<file path="src/rtl/hazard_pkg.sv">
// Shared types and helpers for the hazard scoreboard and its source matchers.
// Stored destinations are zero-extended to HZ_MAX_REG_W, so REG_W must not exceed it.
package hazard_pkg;

  localparam int HZ_MAX_REG_W    = 8;
  localparam int FWD_SEL_REGFILE = 0;

  typedef struct packed {
    logic                    valid;
    logic [HZ_MAX_REG_W-1:0] dest;
    logic                    is_load;
  } hz_entry_t;

  function automatic int sel_w(input int depth);
    return $clog2(depth + 1);
  endfunction

endpackage

</file>
<file path="src/rtl/hazard_src_match.sv">
// Youngest-match priority search of one ID source over the in-flight writer entries.
// The lowest-index match wins; a load becomes forwardable only from stage LOAD_LAT onward.
module hazard_src_match
  import hazard_pkg::*;
#(
  parameter int DEPTH    = 2,
  parameter int LOAD_LAT = 1,
  parameter int SEL_W    = 2
) (
  input  hz_entry_t [DEPTH-1:0]        entries,
  input  logic      [HZ_MAX_REG_W-1:0] src,
  input  logic                         src_en,
  input  logic                         forward_en,
  output logic                         hazard,
  output logic      [SEL_W-1:0]        fwd_sel
);

  logic found;

  always_comb begin
    hazard  = 1'b0;
    fwd_sel = SEL_W'(FWD_SEL_REGFILE);
    found   = 1'b0;
    for (int k = 0; k < DEPTH; k++) begin
      if (src_en && !found && entries[k].valid && (entries[k].dest == src)) begin
        found = 1'b1;
        if (forward_en && (!entries[k].is_load || (k >= LOAD_LAT))) begin
          fwd_sel = SEL_W'(k + 1);
        end else begin
          hazard = 1'b1;
        end
      end
    end
  end

endmodule

</file>
<file path="src/rtl/hazard_scoreboard.sv">
// Hazard detection and forwarding select over a DEPTH-stage scoreboard of in-flight writers.
// Entry 0 is EXE; a stalled or flushed ID instruction enters as a bubble.
module hazard_scoreboard
  import hazard_pkg::*;
#(
  parameter int REG_W    = 4,
  parameter int NUM_SRC  = 2,
  parameter int DEPTH    = 2,
  parameter int LOAD_LAT = 1,
  parameter int CNT_W    = 16,
  localparam int SEL_W   = sel_w(DEPTH)
) (
  input  logic                       clk,
  input  logic                       rst,
  input  logic                       forward_en,
  input  logic                       freeze,
  input  logic                       flush,
  input  logic                       id_valid,
  input  logic                       id_wb_en,
  input  logic                       id_mem_r_en,
  input  logic [REG_W-1:0]           id_dest,
  input  logic [NUM_SRC*REG_W-1:0]   src_flat,
  input  logic [NUM_SRC-1:0]         src_used,
  output logic                       hazard_detected,
  output logic [NUM_SRC*SEL_W-1:0]   fwd_sel_flat,
  output logic [CNT_W-1:0]           stall_cnt
);

  hz_entry_t [DEPTH-1:0] e_q, e_d;
  logic [CNT_W-1:0]      stall_cnt_q, stall_cnt_d;
  logic [NUM_SRC-1:0]    src_hazard;
  logic                  issue;

  for (genvar i = 0; i < NUM_SRC; i++) begin : g_src
    logic [HZ_MAX_REG_W-1:0] src_ext;
    assign src_ext = HZ_MAX_REG_W'(src_flat[i*REG_W +: REG_W]);

    hazard_src_match #(
      .DEPTH    (DEPTH),
      .LOAD_LAT (LOAD_LAT),
      .SEL_W    (SEL_W)
    ) u_match (
      .entries    (e_q),
      .src        (src_ext),
      .src_en     (id_valid & src_used[i]),
      .forward_en (forward_en),
      .hazard     (src_hazard[i]),
      .fwd_sel    (fwd_sel_flat[i*SEL_W +: SEL_W])
    );
  end

  assign hazard_detected = |src_hazard;
  assign stall_cnt       = stall_cnt_q;

  always_comb begin
    issue       = id_valid & ~hazard_detected & ~flush;
    e_d         = e_q;
    stall_cnt_d = stall_cnt_q;
    // Freeze holds every entry and the counter; outputs still reflect held state.
    if (!freeze) begin
      for (int k = DEPTH - 1; k > 0; k--) begin
        e_d[k] = e_q[k-1];
      end
      e_d[0] = '0;
      if (issue) begin
        e_d[0] = '{valid: id_wb_en, dest: HZ_MAX_REG_W'(id_dest), is_load: id_mem_r_en};
      end
      if (hazard_detected && !flush && (stall_cnt_q != '1)) begin
        stall_cnt_d = stall_cnt_q + CNT_W'(1);
      end
    end
  end

  always_ff @(posedge clk or posedge rst) begin
    if (rst) begin
      e_q         <= '0;
      stall_cnt_q <= '0;
    end else begin
      e_q         <= e_d;
      stall_cnt_q <= stall_cnt_d;
    end
  end

endmodule

</file>
<file path="config.mk">
export PLATFORM = sky130hd
export DESIGN_NAME = hazard_scoreboard
export DESIGN_NICKNAME = d
export VERILOG_FILES = /design/src/rtl/hazard_pkg.sv /design/src/rtl/hazard_src_match.sv /design/src/rtl/hazard_scoreboard.sv
export SDC_FILE = /design/constraint.sdc
export NUM_CORES = 1
export LEC_CHECK = 0
export ABC_AREA = 1
export BUFFER_PORTS_ARGS = -buffer_cell sky130_fd_sc_hd__buf_2
export CAP_MARGIN = 5
export CORE_MARGIN = 4
export CORE_UTILIZATION = 58
export CTS_CLUSTER_SIZE = 40
export DETAILED_ROUTE_END_ITERATION = 8
export HOLD_SLACK_MARGIN = 0.15
export PLACE_DENSITY = 0.87
export RECOVER_POWER = 50
export SLEW_MARGIN = 20
export SYNTH_ARGS = -nofsm -noshare
export SYNTH_HDL_FRONTEND = slang
export SYNTH_SLANG_ARGS = --single-unit
</file>
<file path="constraint.sdc">
create_clock -name clk -period 5.6 [get_ports clk]
set_clock_uncertainty 0.2 [all_clocks]
set_input_delay 0.56 -clock clk [delete_from_list [all_inputs] [get_ports clk]]
set_output_delay 0.56 -clock clk [all_outputs]
set_load 0.01 [all_outputs]
</file>
Word level (Yosys, flattened, before mapping)
Cells that the tools add are included.

word-level totals
  register bits = 35
  logic and storage cells = 55
  output and inout port bits = 21

operators by class
  muxes and demuxes = 17
  reductions and logical operators = 19
  add/sub/neg operators = 1
  eq/ne operators = 5
  bitwise gates (word level) = 7

operators with widths
  operator               number
  $eq 8x4->1             4
  $add 16x1->16 const B  1
  $ne 16x16->1 const B   1
  $logic_and 1x1->1      13
  $mux 1                 11
  $mux 10                1
  $mux 2                 5
  $and 1x1->1            4
  $logic_not 1->1        4
  $not 1->1              3
  $reduce_and 2->1       1
  $reduce_or 2->1        1

Depth between registers and ports, before layout
Gate-level depths: netlist of run 1.

  word-level depth = 14
  mapped depth = 14
  mapped depth without buffers = 13

Modules after synthesis
Synthesis of run 1 repeated with hierarchy kept, for this count alone.

unflattened totals
  cell total of the unflattened synthesis = 324
  area, all modules = 2,122.0 µm²

modules (own cells, without submodules)
  module             area each (µm²)  times used  cells each  sequential area each (µm²)
  hazard_scoreboard  1,506.4          1           198         700.7
  hazard_src_match   307.8            2           63          0.0

Worst setup path before layout of run 1
Ideal clock, no wire load.

  path kind = input to output
  start = in src_flat[3]
  end = out hazard_detected
  stages on the path = 10
  data required time = 4,840 ps
  data arrival time = 1,411 ps
  setup slack = 3,429 ps
  path buffers = 2
  path through = inv_1 -> nand2_1 -> a21oi_1 -> nand3_1 -> nand2_1 -> nand2_1 -> nand2_1 -> nand2_2 -> buf_6 -> buf_6

on the way
  word-level cells in the longest chain between the ends = 9
  elaborated cells on any way between the ends = 12

ends and longest elaborated chain
  element                          line                     text
  start, declared                  hazard_scoreboard.sv:22  input logic [NUM_SRC*REG_W-1:0] src_flat,
  $eq 8x4->1                       hazard_src_match.sv:25   if (src_en && !found && entries[k].valid && (entries[k].dest == src)) begin
  $logic_and 1x1->1                hazard_src_match.sv:25
  $mux 1                           hazard_src_match.sv:25
  $logic_not 1->1                  hazard_src_match.sv:25
  $logic_and 1x1->1 (3 in series)  hazard_src_match.sv:25
  $mux 1 *                         hazard_src_match.sv:25
  $reduce_or 2->1 *                hazard_scoreboard.sv:52  assign hazard_detected = |src_hazard;
  end, declared                    hazard_scoreboard.sv:24  output logic hazard_detected,

Every way passes the cells marked *; elsewhere a longest branch is shown, timed or not.

Worst setup path in the final report of run 1
  start = reg e_q[11] (netlist bit)
  end = out hazard_detected

on the way
  word-level cells in the longest chain between the ends = 4
  elaborated cells on any way between the ends = 7

ends and longest elaborated chain
  element                 line                     text
  start, declared         hazard_scoreboard.sv:29  hz_entry_t [DEPTH-1:0] e_q, e_d;
  start signal, assigned  hazard_scoreboard.sv:76  e_q <= '0;
  start signal, assigned  hazard_scoreboard.sv:79  e_q <= e_d;
  $eq 8x4->1              hazard_src_match.sv:25
  $logic_and 1x1->1       hazard_src_match.sv:25
  $mux 1                  hazard_src_match.sv:25
  $reduce_or 2->1 *       hazard_scoreboard.sv:52

Marked as above.

==> results of run 1 <==
power breakdown:
group          internal [uW]  total (uW)  switching, uW
Clock                   26.7        82.1           55.4
Combinational           17.6        48.0           30.4
Sequential               201         206           5.58
Total                    245         336           91.3
layout make-up:
type | count | share of cell area
Sequential cell | 27 | 0.328
Tap cell | 44 | 0.0267
Inverter | 32 | 0.0583
Multi-Input combinational cell | 197 | 0.471
Clock inverter | 1 | 0.00243
Timing Repair Buffer | 43 | 0.103
Clock buffer | 3 | 0.0109
cells in the final DEF (no fill, tap or decap), types with 3 or more instances in the layout:
| master | count |
|---|---|
| inv_2 | 4 |
| dfrtp_1 | 27 |
| nand4_1 | 20 |
| buf_2 | 35 |
| clkbuf_1 | 7 |
| nor3_1 | 3 |
| a21oi_1 | 4 |
| xnor2_1 | 7 |
| o21ai_0 | 5 |
| inv_1 | 26 |
| clkbuf_4 | 3 |
| nor2_1 | 18 |
| nand3b_1 | 7 |
| xor2_1 | 8 |
| nand3_1 | 13 |
| nand2_1 | 103 |
worst max-delay path: cells and delay by family, from the launching register on:
kind	cells	cell delay (ps)
AND/OR/NAND/NOR	9	910
flip-flops	1	410
buffers and inverters	2	280
worst paths after layout:
kind | start | end | slack, ps | depth (start not counted)
setup / recovery | e_q[11] | hazard_detected | 2910 | 11
hold / removal | e_q[0] | e_q[0] | 290 | 2
setup reg to reg | stall_cnt[0] | stall_cnt[9] | 3440 | 11
hold reg to reg | e_q[0] | e_q[0] | 290 | 2
max in group asynchronous | rst | stall_cnt[14] | 3790 | 3
min in group asynchronous | rst | e_q[12] | 810 | 3
stage by stage:
stage | util | total power (uW) | worst slack (ps) | instance area, um^2 | hold WS, ps
after floorplan | - | 239 | 3430 | 1820 | 238
after CTS | 0.681 | 340 | 2910 | 2060 | 282
after detailed placement | 0.671 | 258 | 3010 | 2030 | 259
after global routing | 0.681 | 359 | 2660 | 2060 | 335
final | 0.681 | 336 | 2910 | 2060 | 285
after global placement | 0.671 | 256 | 3030 | 2030 | 257
sequential cells by signal (all words and copies together) (netlist names):
signal and flops:
e_q 11, stall_cnt 16
timing repair:
| action | CTS | global route |
|---|---|---|
| endpoints found under the hold margin | 0 | 27 |
| setup buffers | 0 | 0 |
| endpoints found under the setup margin | 0 | 0 |
| hold buffers | 0 | 1 |
metal layers:
metal	wire length [um]	GRT usage
met3	221	0.0246
met1	1800	0.282
met4	36	0.0728
met5	0	0
met2	2120	0.368
cells by family after synthesis:
logic type | after synthesis | share of synthesized area
adder cells (fa/ha/maj) | 1 | 0.00688
AND/OR/NAND/NOR | 170 | 0.421
AO/OA/AOI/OAI | 11 | 0.0344
XOR/XNOR | 15 | 0.0723
flip-flops | 27 | 0.372
buffers and inverters | 39 | 0.0936
==> metrics.md, run 1 <==
| Metric | Value |
|---|---|
| Syn_nets | around 290 |
| Reg area | 676 um^2 |
| Worst path max stage delay | 410 ps |
| WP data arrival | 1930 ps |
| Largest buffer count on any clock path | 2 |
| Global-route wire length before repair | 7170 um |
| Worst IR Drop VDD | approximately 84 uV |
| Clock slew at reported path FFs | about 140 ps |
| DR vias | 1804 |
| Via-per-instance ratio | 5.20 |
| Slew Limit Fails | 0 |
| Final WL | 4180 um |
| Minimum clock period | about 2700 ps |
| Yosys warning total | 0 |
| Antenna Nets Post-Route | 0 |
| Setup Crit Path Kind | reg2out |
| Multi-input gate area | 972 um^2 |
| Final Hold Vio Count | 0 |
| Count leader, synth | nand2_1 |
| Htree depth | 1 |
| Placement Rows | 20 |
| Syn_area_per_cell | between 6 and 7 um^2 |
| Remaining routing DRC violations | 0 |
| Inserted Clock Buffers | 3 |
| Synth top area share | 0.372 |
| Sequential fraction of the synthesis area | 0.372 |
| Worst-Margin Slew | 997 ps |
| Cell Count, Final, Fillers Out | 347 |
| Pleak | 0.00113 uW |
| Yosys reg bits | 27 |
| Top_reg_cell synth | dfrtp_1 |
| Sink Count | 27 |
| Crit path launch type | flip-flop |
| RSZ-0062 raised after global routing | no |
| Synth Cell Area | 1820 um^2 |
| Largest net degree at the start of global routing | 28 |
| Die X | 64.0 um |
| Antenna cells | 0 |
| Gr usage total | 0.216 |
| Worst skew pair latency | 320 ps |
| TritonRoute pass-1 iters | 4 |
| Fill cells | 295 |
| FFs w/ async S/R, synth | 1.00 |
| Post-synth top area cell | dfrtp_1 |
| Cell mode on critical path | nand2_1 |
| Final setup viols | 0 |
| Die height | about 64 um |
| Pwr dens | between 150 and 200 nW/um^2 |
| Total gr overflow | 0 |
| I/O pins | 43 |
| Number of global-route vias before repair | 1638 |
| Placed Cells | 342 |
| Number of synthesized flops with an enable pin | 0 |
| Initial antenna violation count | 0 |
| Min-Delay Path Class | reg2reg |
| Crit. End Element | primary output |
| Layout cells sized above 1 | 0.162 |
| Worst relative slew slack | 0.335 |
| Post-synth cell types | 25 |
| DR iter-0 viols | 124 |
| Worst path slowest cell | dfrtp_1 |
| Core box area | between 3000 and 4000 um^2 |
| Resized Gates After CTS | 0 |
| Routed WL per cell | 12.1 um |
| Root Driver | clkbuf_4 |
| Status | finished clean |
| Crit-path cells | inv_1 -> nand2_1 -> nand2_1 -> nor2_1 -> nand2_1 -> nor2_1 -> nand2_1 -> nand2_1 -> nand2_1 -> nand2_2 -> buf_2 |
| Die area | 4090 um^2 |
| Port bufs | 42 |
| Max_cap viols | 0 |
| Routability cong. | slightly below 0.9 |
| TritonCTS clock tree | done |
| Synth area leaders | dfrtp_1, nand2_1, nand4_1 |
| Initial core utilization | 0.600 |
| Area grow syn2layout | 13.4% |
| Fin crit share | 0.481 |
| Post-Syn Instances | 263 |
| Nets | about 330 |
| CP required | 4840 ps |
| Sum Neg Setup Slack | 0 ps |
| F_max | between 300 and 400 MHz |
| CP max FO | 20 |
| Post-DP HPWL | between 3000 and 4000 um |
| Post-synth top cells | nand2_1, dfrtp_1, inv_1 |
(Power assumes the default switching activity.)
==> inputs of run 2 (changes only) <==
CORE_UTILIZATION = 48   (was 58)
PLACE_DENSITY = 0.77   (was 0.87)
clock period = 2.3 ns   (was 5.6 ns; I/O delays follow)
==> run 2 against run 1 <==
Sequential share of layout area fell by 2.0 points. Combinational power rose to 2.7 times the previous value. Power grew to 2.7 times the previous value. Sequential cell count did not move. Largest power group unchanged. Clock power grew to 3.2 times the previous value.
==> metrics.md, run 2 (same netlist as run 1, synthesis figures left out) <==
| Metric | Value |
|---|---|
| Status | finished clean (unchanged) |
| Area grow syn2layout | 20.7% (was 13.4%) |
| Root Driver | clkbuf_8 (was clkbuf_4) |
| Most frequent cells in the layout | nand2_1, buf_2, dfrtp_1, inv_1, nand4_1 (unchanged) |
| Crit-path cells | inv_1 -> nand2_1 -> a21oi_1 -> nand3_2 -> nand2_1 -> nand2_1 -> nand2_1 -> nand2_4 -> buf_2 (was inv_1 -> nand2_1 -> nand2_1 -> nor2_1 -> nand2_1 -> nor2_1 -> nand2_1 -> nand2_1 -> nand2_1 -> nand2_2 -> buf_2) |
| Routability cong. | 0.871 (was 0.887) |
| Initial antenna violation count | 0 (unchanged) |
| Cell Count, Final, Fillers Out | 362 (was 347) |
| Multi-input gate area | 982 um^2 (was 972 um^2) |
| Number of global-route vias before repair | 1799 (was 1638) |
| Sink Count | 27 (unchanged) |
| Largest buffer count on any clock path | 2 (unchanged) |
| DR vias | 1801 (was 1804) |
| Slew Limit Fails | 0 (unchanged) |
| Max FFs per register | 16 (unchanged) |
| Fill cells | 382 (was 295) |
| Die height | 69.5 um (was 64.0 um) |
| Worst IR Drop VDD | 308 uV (was 83.8 uV) |
| Minimum clock period | 2150 ps |
| CP delay by family, top | simple AND/OR/NAND/NOR gates (unchanged) |
| CP required | 1870 ps (was 4840 ps) |
| Inserted Clock Buffers | 3 (unchanged) |
| Post-DP HPWL | 3230 um (was 3080 um) |
| Die X | 69.5 um (was 64.0 um) |
| Htree depth | 1 (unchanged) |
| Worst relative slew slack | 0.560 (was 0.335) |
| Placed Cells | 349 (was 342) |
| Setup Crit Path Kind | reg2out (unchanged) |
| Worst path max stage delay | 420 ps (was 410 ps) |
| Layout Utilization | 0.599 (was 0.681) |
| Cell mode on critical path | nand2_1 (unchanged) |
| Remaining routing DRC violations | 0 (unchanged) |
| Final setup viols | 0 (unchanged) |
| Min-Delay Path Class | in2reg (was reg2reg) |
| Antenna cells | 0 (unchanged) |
| Worst-Margin Slew | 660 ps (was 997 ps) |
| Pleak | 0.00118 uW (was 0.00113 uW) |
| Commonest non-fill, non-tap cell in the layout | nand2_1 (unchanged) |
| Crit path launch type | flip-flop (unchanged) |
| I/O pins | 43 (unchanged) |
| Setup Fix Bufs, Post-CTS | 0 (unchanged) |
| Antenna Nets Post-Route | 0 (unchanged) |
| Pwr dens | 409 nW/um^2 (was 163 nW/um^2) |
| Gr usage total | 0.190 (was 0.216) |
| Sum Neg Setup Slack | 0 ps (unchanged) |
| Tot Pwr | 897 uW (was 336 uW) |
| TritonRoute pass-1 iters | 4 (unchanged) |
| Reg area | 676 um^2 (unchanged) |
| Hold Slack | 206 ps (was 285 ps) |
| Initial core utilization | 0.497 (was 0.600) |
| Crit path buf inv count | 2 (unchanged) |
| Final WL | 4340 um (was 4180 um) |
| TritonCTS clock tree | done (unchanged) |
| Nets | 338 (was 327) |
| Die area | 4840 um^2 (was 4090 um^2) |
| F_max | 465 MHz |
| Clock slew at reported path FFs | 90 ps (was 140 ps) |
| DR iter-0 viols | 71 (was 124) |
| Port bufs | 42 (unchanged) |
| Worst skew pair latency | 270 ps (was 320 ps) |
| Worst path slowest cell | dfrtp_1 (unchanged) |
| Core box area | 3660 um^2 (was 3030 um^2) |
| Global-route wire length before repair | 7590 um (was 7170 um) |
| Max_cap viols | 0 (unchanged) |
| Layout cells sized above 1 | 0.169 (was 0.162) |
| Final Hold Vio Count | 0 (unchanged) |
| Crit. End Element | primary output (unchanged) |
| Via-per-instance ratio | 4.98 (was 5.20) |
| CP max FO | 16 (was 20) |
| Routed WL per cell | 12.0 um (was 12.1 um) |
| Fin crit share | 0.934 |
| Total gr overflow | 0 (unchanged) |
| Placement Rows | 22 (was 20) |
| Largest net degree at the start of global routing | 28 (unchanged) |
| WP data arrival | 1720 ps (was 1930 ps) |
[run 2: layer usage]
| metal | GRT usage | wire length [um] | vias to the layer above | share of wire |
|---|---|---|---|---|
| met5 | 0 | 0 | - | 0 |
| met4 | 0.0889 | 89 | 0 | 0.020 |
| met3 | 0.0319 | 237 | 7 | 0.055 |
| met2 | 0.324 | 2040 | 46 | 0.47 |
| met1 | 0.231 | 1980 | 809 | 0.46 |
| li1 | - | - | 939 | - |
[run 2: power by group]
| group | total [uW] | leakage, uW | switching (uW) | internal, uW |
|---|---|---|---|---|
| sequential | 501 | 0.000372 | 13.4 | 488 |
| clock | 266 | 0.0000228 | 142 | 124 |
| combinational | 130 | 0.000785 | 76.8 | 53.3 |
| total | 897 | 0.00118 | 232 | 665 |
[run 2: layout make-up]
type / count / area share
Multi-Input combinational cell: 197 / 0.448
Sequential cell: 27 / 0.308
Timing Repair Buffer: 54 / 0.142
Inverter: 32 / 0.0547
Tap cell: 48 / 0.0274
Clock buffer: 4 / 0.0205
[run 2: final timing paths]
check / from / endpoint / slack (ps) / cells after the start
min in group asynchronous: rst / e_q[1] / 470 / 4
worst min-delay path: id_valid / e_q[1] / 210 / 5
worst max register to register: stall_cnt[0] / stall_cnt[1] / 230 / 11
max in group asynchronous: rst / stall_cnt[3] / 1000 / 4
worst min register to register: e_q[0] / e_q[0] / 280 / 2
worst max-delay path: e_q[4] / hazard_detected / 150 / 9
[run 2: stage by stage]
stage,instance area [um^2],worst slack (ps)
2_1_floorplan,1820,389
3_3_place_gp,2060,289
3_5_place_dp,2060,220
4_1_cts,2200,50.9
5_1_grt,2190,-7.69
6_report,2190,151
[run 2: timing repair]
item,CTS,global route
setup endpoints to repair,0,1
hold buffers,9,0
hold endpoints to repair,36,0
gates resized for setup,0,2
[run 2: tightest hold or removal path, cell delays in order]
cell      delay (ps)
buf_2            130
inv_1             50
nor2_1            90
nand3b_1         100
nand2_1           40
==> inputs of run 3 (changes only) <==
CORE_UTILIZATION = 50   (was 48)
CTS_BUF_LIST = sky130_fd_sc_hd__clkbuf_4   (was unset)
PLACE_DENSITY = 0.8   (was 0.77)
==> run 3 against run 2 <==
Power shrank 6.1%. Cell area increased by 0.34%. Critical path type unchanged. First-iteration DRC count fell by 15%. Highest routed layer unchanged.
==> metrics.md, run 3 (same netlist as run 1, synthesis figures left out) <==
| Metric | Value |
|---|---|
| Slew Limit Fails | 0 (unchanged) |
| Sum Neg Setup Slack | 0 ps (unchanged) |
| Die height | 68.3 um (was 69.5 um) |
| Clock slew at reported path FFs | 140 ps (was 90 ps) |
| Reg2reg end | stall_cnt[1] (unchanged) |
| Reg area | 676 um^2 (unchanged) |
| R2R cell count | 11 (unchanged) |
| Core box area | 3420 um^2 (was 3660 um^2) |
| R2R Setup Slk | 230 ps (about the same) |
| Area grow syn2layout | 21.1% (was 20.7%) |
| DR vias | 1825 (was 1801) |
| Inserted Clock Buffers | 3 (unchanged) |
| I/O pins | 43 (unchanged) |
| Max_cap viols | 0 (unchanged) |
| M1 WL | 1940 um (was 1980 um) |
| Largest buffer count on any clock path | 2 (unchanged) |
| Min-Delay Path Class | in2reg (unchanged) |
| Tot Pwr | 843 uW (was 897 uW) |
| Cell mode on critical path | nand2_1 (unchanged) |
| Hold Crit Depth | 5 (unchanged) |
| Port bufs | 42 (unchanged) |
| Endpoint, Worst Hold | e_q[3] (was e_q[1]) |
| Routed WL per cell | 12.4 um (was 12.0 um) |
| RSZ-0062 raised after global routing | no |
| Final WS setup | 185 ps (was 151 ps) |
| Commonest non-fill, non-tap cell in the layout | nand2_1 (unchanged) |
| Antenna cells | 0 (unchanged) |
| Multi-input gate area | 987 um^2 (was 982 um^2) |
| TritonCTS clock tree | done (unchanged) |
| Final Hold Vio Count | 0 (unchanged) |
| Met3 Wirelength | 205 um (was 237 um) |
| F_max | 473 MHz (was 465 MHz) |
| Die area | 4660 um^2 (was 4840 um^2) |
| Design Area, Final | 2200 um^2 (was 2190 um^2) |
| Post-DP HPWL | 3210 um (was 3230 um) |
| Antenna Nets Post-Route | 0 (unchanged) |
| Hold path start | id_valid (unchanged) |
| Crit. End Element | primary output (unchanged) |
| Placement Rows | 21 (was 22) |
| Initial antenna violation count | 0 (unchanged) |
| Layout Utilization | 0.645 (was 0.599) |
| R2r startpoint | stall_cnt[0] (unchanged) |
| Worst-Margin Slew | 1400 ps (was 660 ps) |
| CP required | 1870 ps (about the same) |
| Worst IR Drop VDD | 197 uV (was 308 uV) |
| Crit-path cells | inv_1 -> nand2_1 -> a21oi_1 -> nand3_2 -> nand2_1 -> nand2_1 -> nand2_1 -> nand2_4 -> buf_2 (unchanged) |
| Remaining routing DRC violations | 0 (unchanged) |
| Nets | 341 (was 338) |
| Largest net degree at the start of global routing | 28 (unchanged) |
| Via-per-instance ratio | 5.03 (was 4.98) |
| Routability cong. | 0.902 (was 0.871) |
| Met2 wire length | 2280 um (was 2040 um) |
| WP data arrival | 1690 ps (was 1720 ps) |
| Crit path launch type | flip-flop (unchanged) |
| Total gr overflow | 0 (unchanged) |
| Most frequent cells in the layout | nand2_1, buf_2, dfrtp_1, inv_1, nand4_1 (unchanged) |
| CP max FO | 7 (was 16) |
| Final setup viols | 0 (unchanged) |
| Die X | 68.3 um (was 69.5 um) |
| Worst path max stage delay | 440 ps (was 420 ps) |
| Worst path slowest cell | dfrtp_1 (unchanged) |
| Gr usage total | 0.197 (was 0.190) |
| Global-route wire length before repair | 7000 um (was 7590 um) |
| Fin crit share | 0.920 (was 0.934) |
| Layout cells sized above 1 | 0.177 (was 0.169) |
| Htree depth | 1 (unchanged) |
| Pleak | 0.00119 uW (was 0.00118 uW) |
| Final WL | 4490 um (was 4340 um) |
| DR iter-0 viols | 60 (was 71) |
| Fill cells | 328 (was 382) |
| Sink Count | 27 (unchanged) |
| Worst skew pair latency | 310 ps (was 270 ps) |
| Max FFs per register | 16 (unchanged) |
| Number of global-route vias before repair | 1631 (was 1799) |
| Pwr dens | 383 nW/um^2 (was 409 nW/um^2) |
| Status | finished clean (unchanged) |
| Post-place instance area | 2060 um^2 (about the same) |
| Worst relative slew slack | 0.0642 (was 0.560) |
| Minimum clock period | 2120 ps (was 2150 ps) |
| Highest metal used | met4 (unchanged) |
| Setup Crit Path Kind | reg2out (unchanged) |
| Initial core utilization | 0.532 (was 0.497) |
| TritonRoute pass-1 iters | 4 (unchanged) |
| Dpl ws | 228 ps (was 220 ps) |
| Root Driver | clkbuf_4 (was clkbuf_8) |
[run 3: area by class of cell]
class | instances | area share
Tap cell | 46 | 0.0261
Multi-Input combinational cell | 197 | 0.448
Inverter | 32 | 0.0545
Timing Repair Buffer | 57 | 0.151
Sequential cell | 27 | 0.307
Clock buffer | 4 | 0.0136
[run 3: worst max-delay path by stage]
stage	start	to
after floorplan	stall_cnt[0]	stall_cnt[7]
after global placement	stall_cnt[0]	stall_cnt[13]
after detailed placement	stall_cnt[0]	stall_cnt[9]
after CTS	e_q[1]	hazard_detected
after global routing	e_q[1]	hazard_detected
final	e_q[4]	hazard_detected
[run 3: routing by layer]
layer	vias up	GRT usage
met5	-	0
met4	0	0.0471
met3	8	0.0213
met2	45	0.365
met1	834	0.242
li1	938	-
[run 3: where the power goes]
| part | internal (uW) | total (uW) | switching (uW) | leakage, uW |
|---|---|---|---|---|
| registers | 488 | 502 | 13.6 | 0.000372 |
| clock network | 79.4 | 208 | 128 | 0.0000184 |
| logic | 53.4 | 134 | 80.1 | 0.000795 |
| total | 621 | 843 | 222 | 0.00119 |
[run 3: stage by stage]
step / instances / hold WS, ps
5_1_grt: 363 / 171
3_3_place_gp: 347 / 103
4_1_cts: 360 / 150
3_5_place_dp: 347 / 118
2_1_floorplan: 263 / 82.7
6_report: 363 / 159
[run 3: critical path: cells and delay by family, from the launching register on]
| kind | cells | cell delay [ps] |
|---|---|---|
| DFF | 1 | 440 |
| AOI/OAI and AO/OA | 1 | 170 |
| buffers and inverters | 2 | 250 |
| and+or+nand+nor | 6 | 530 |
[run 3: what timing repair did]
action	4_1_cts	5_1_grt
setup endpoints to repair	0	1
hold endpoints to repair	36	0
gates resized for setup	0	3
hold buffers	9	0
setup buffers	0	3
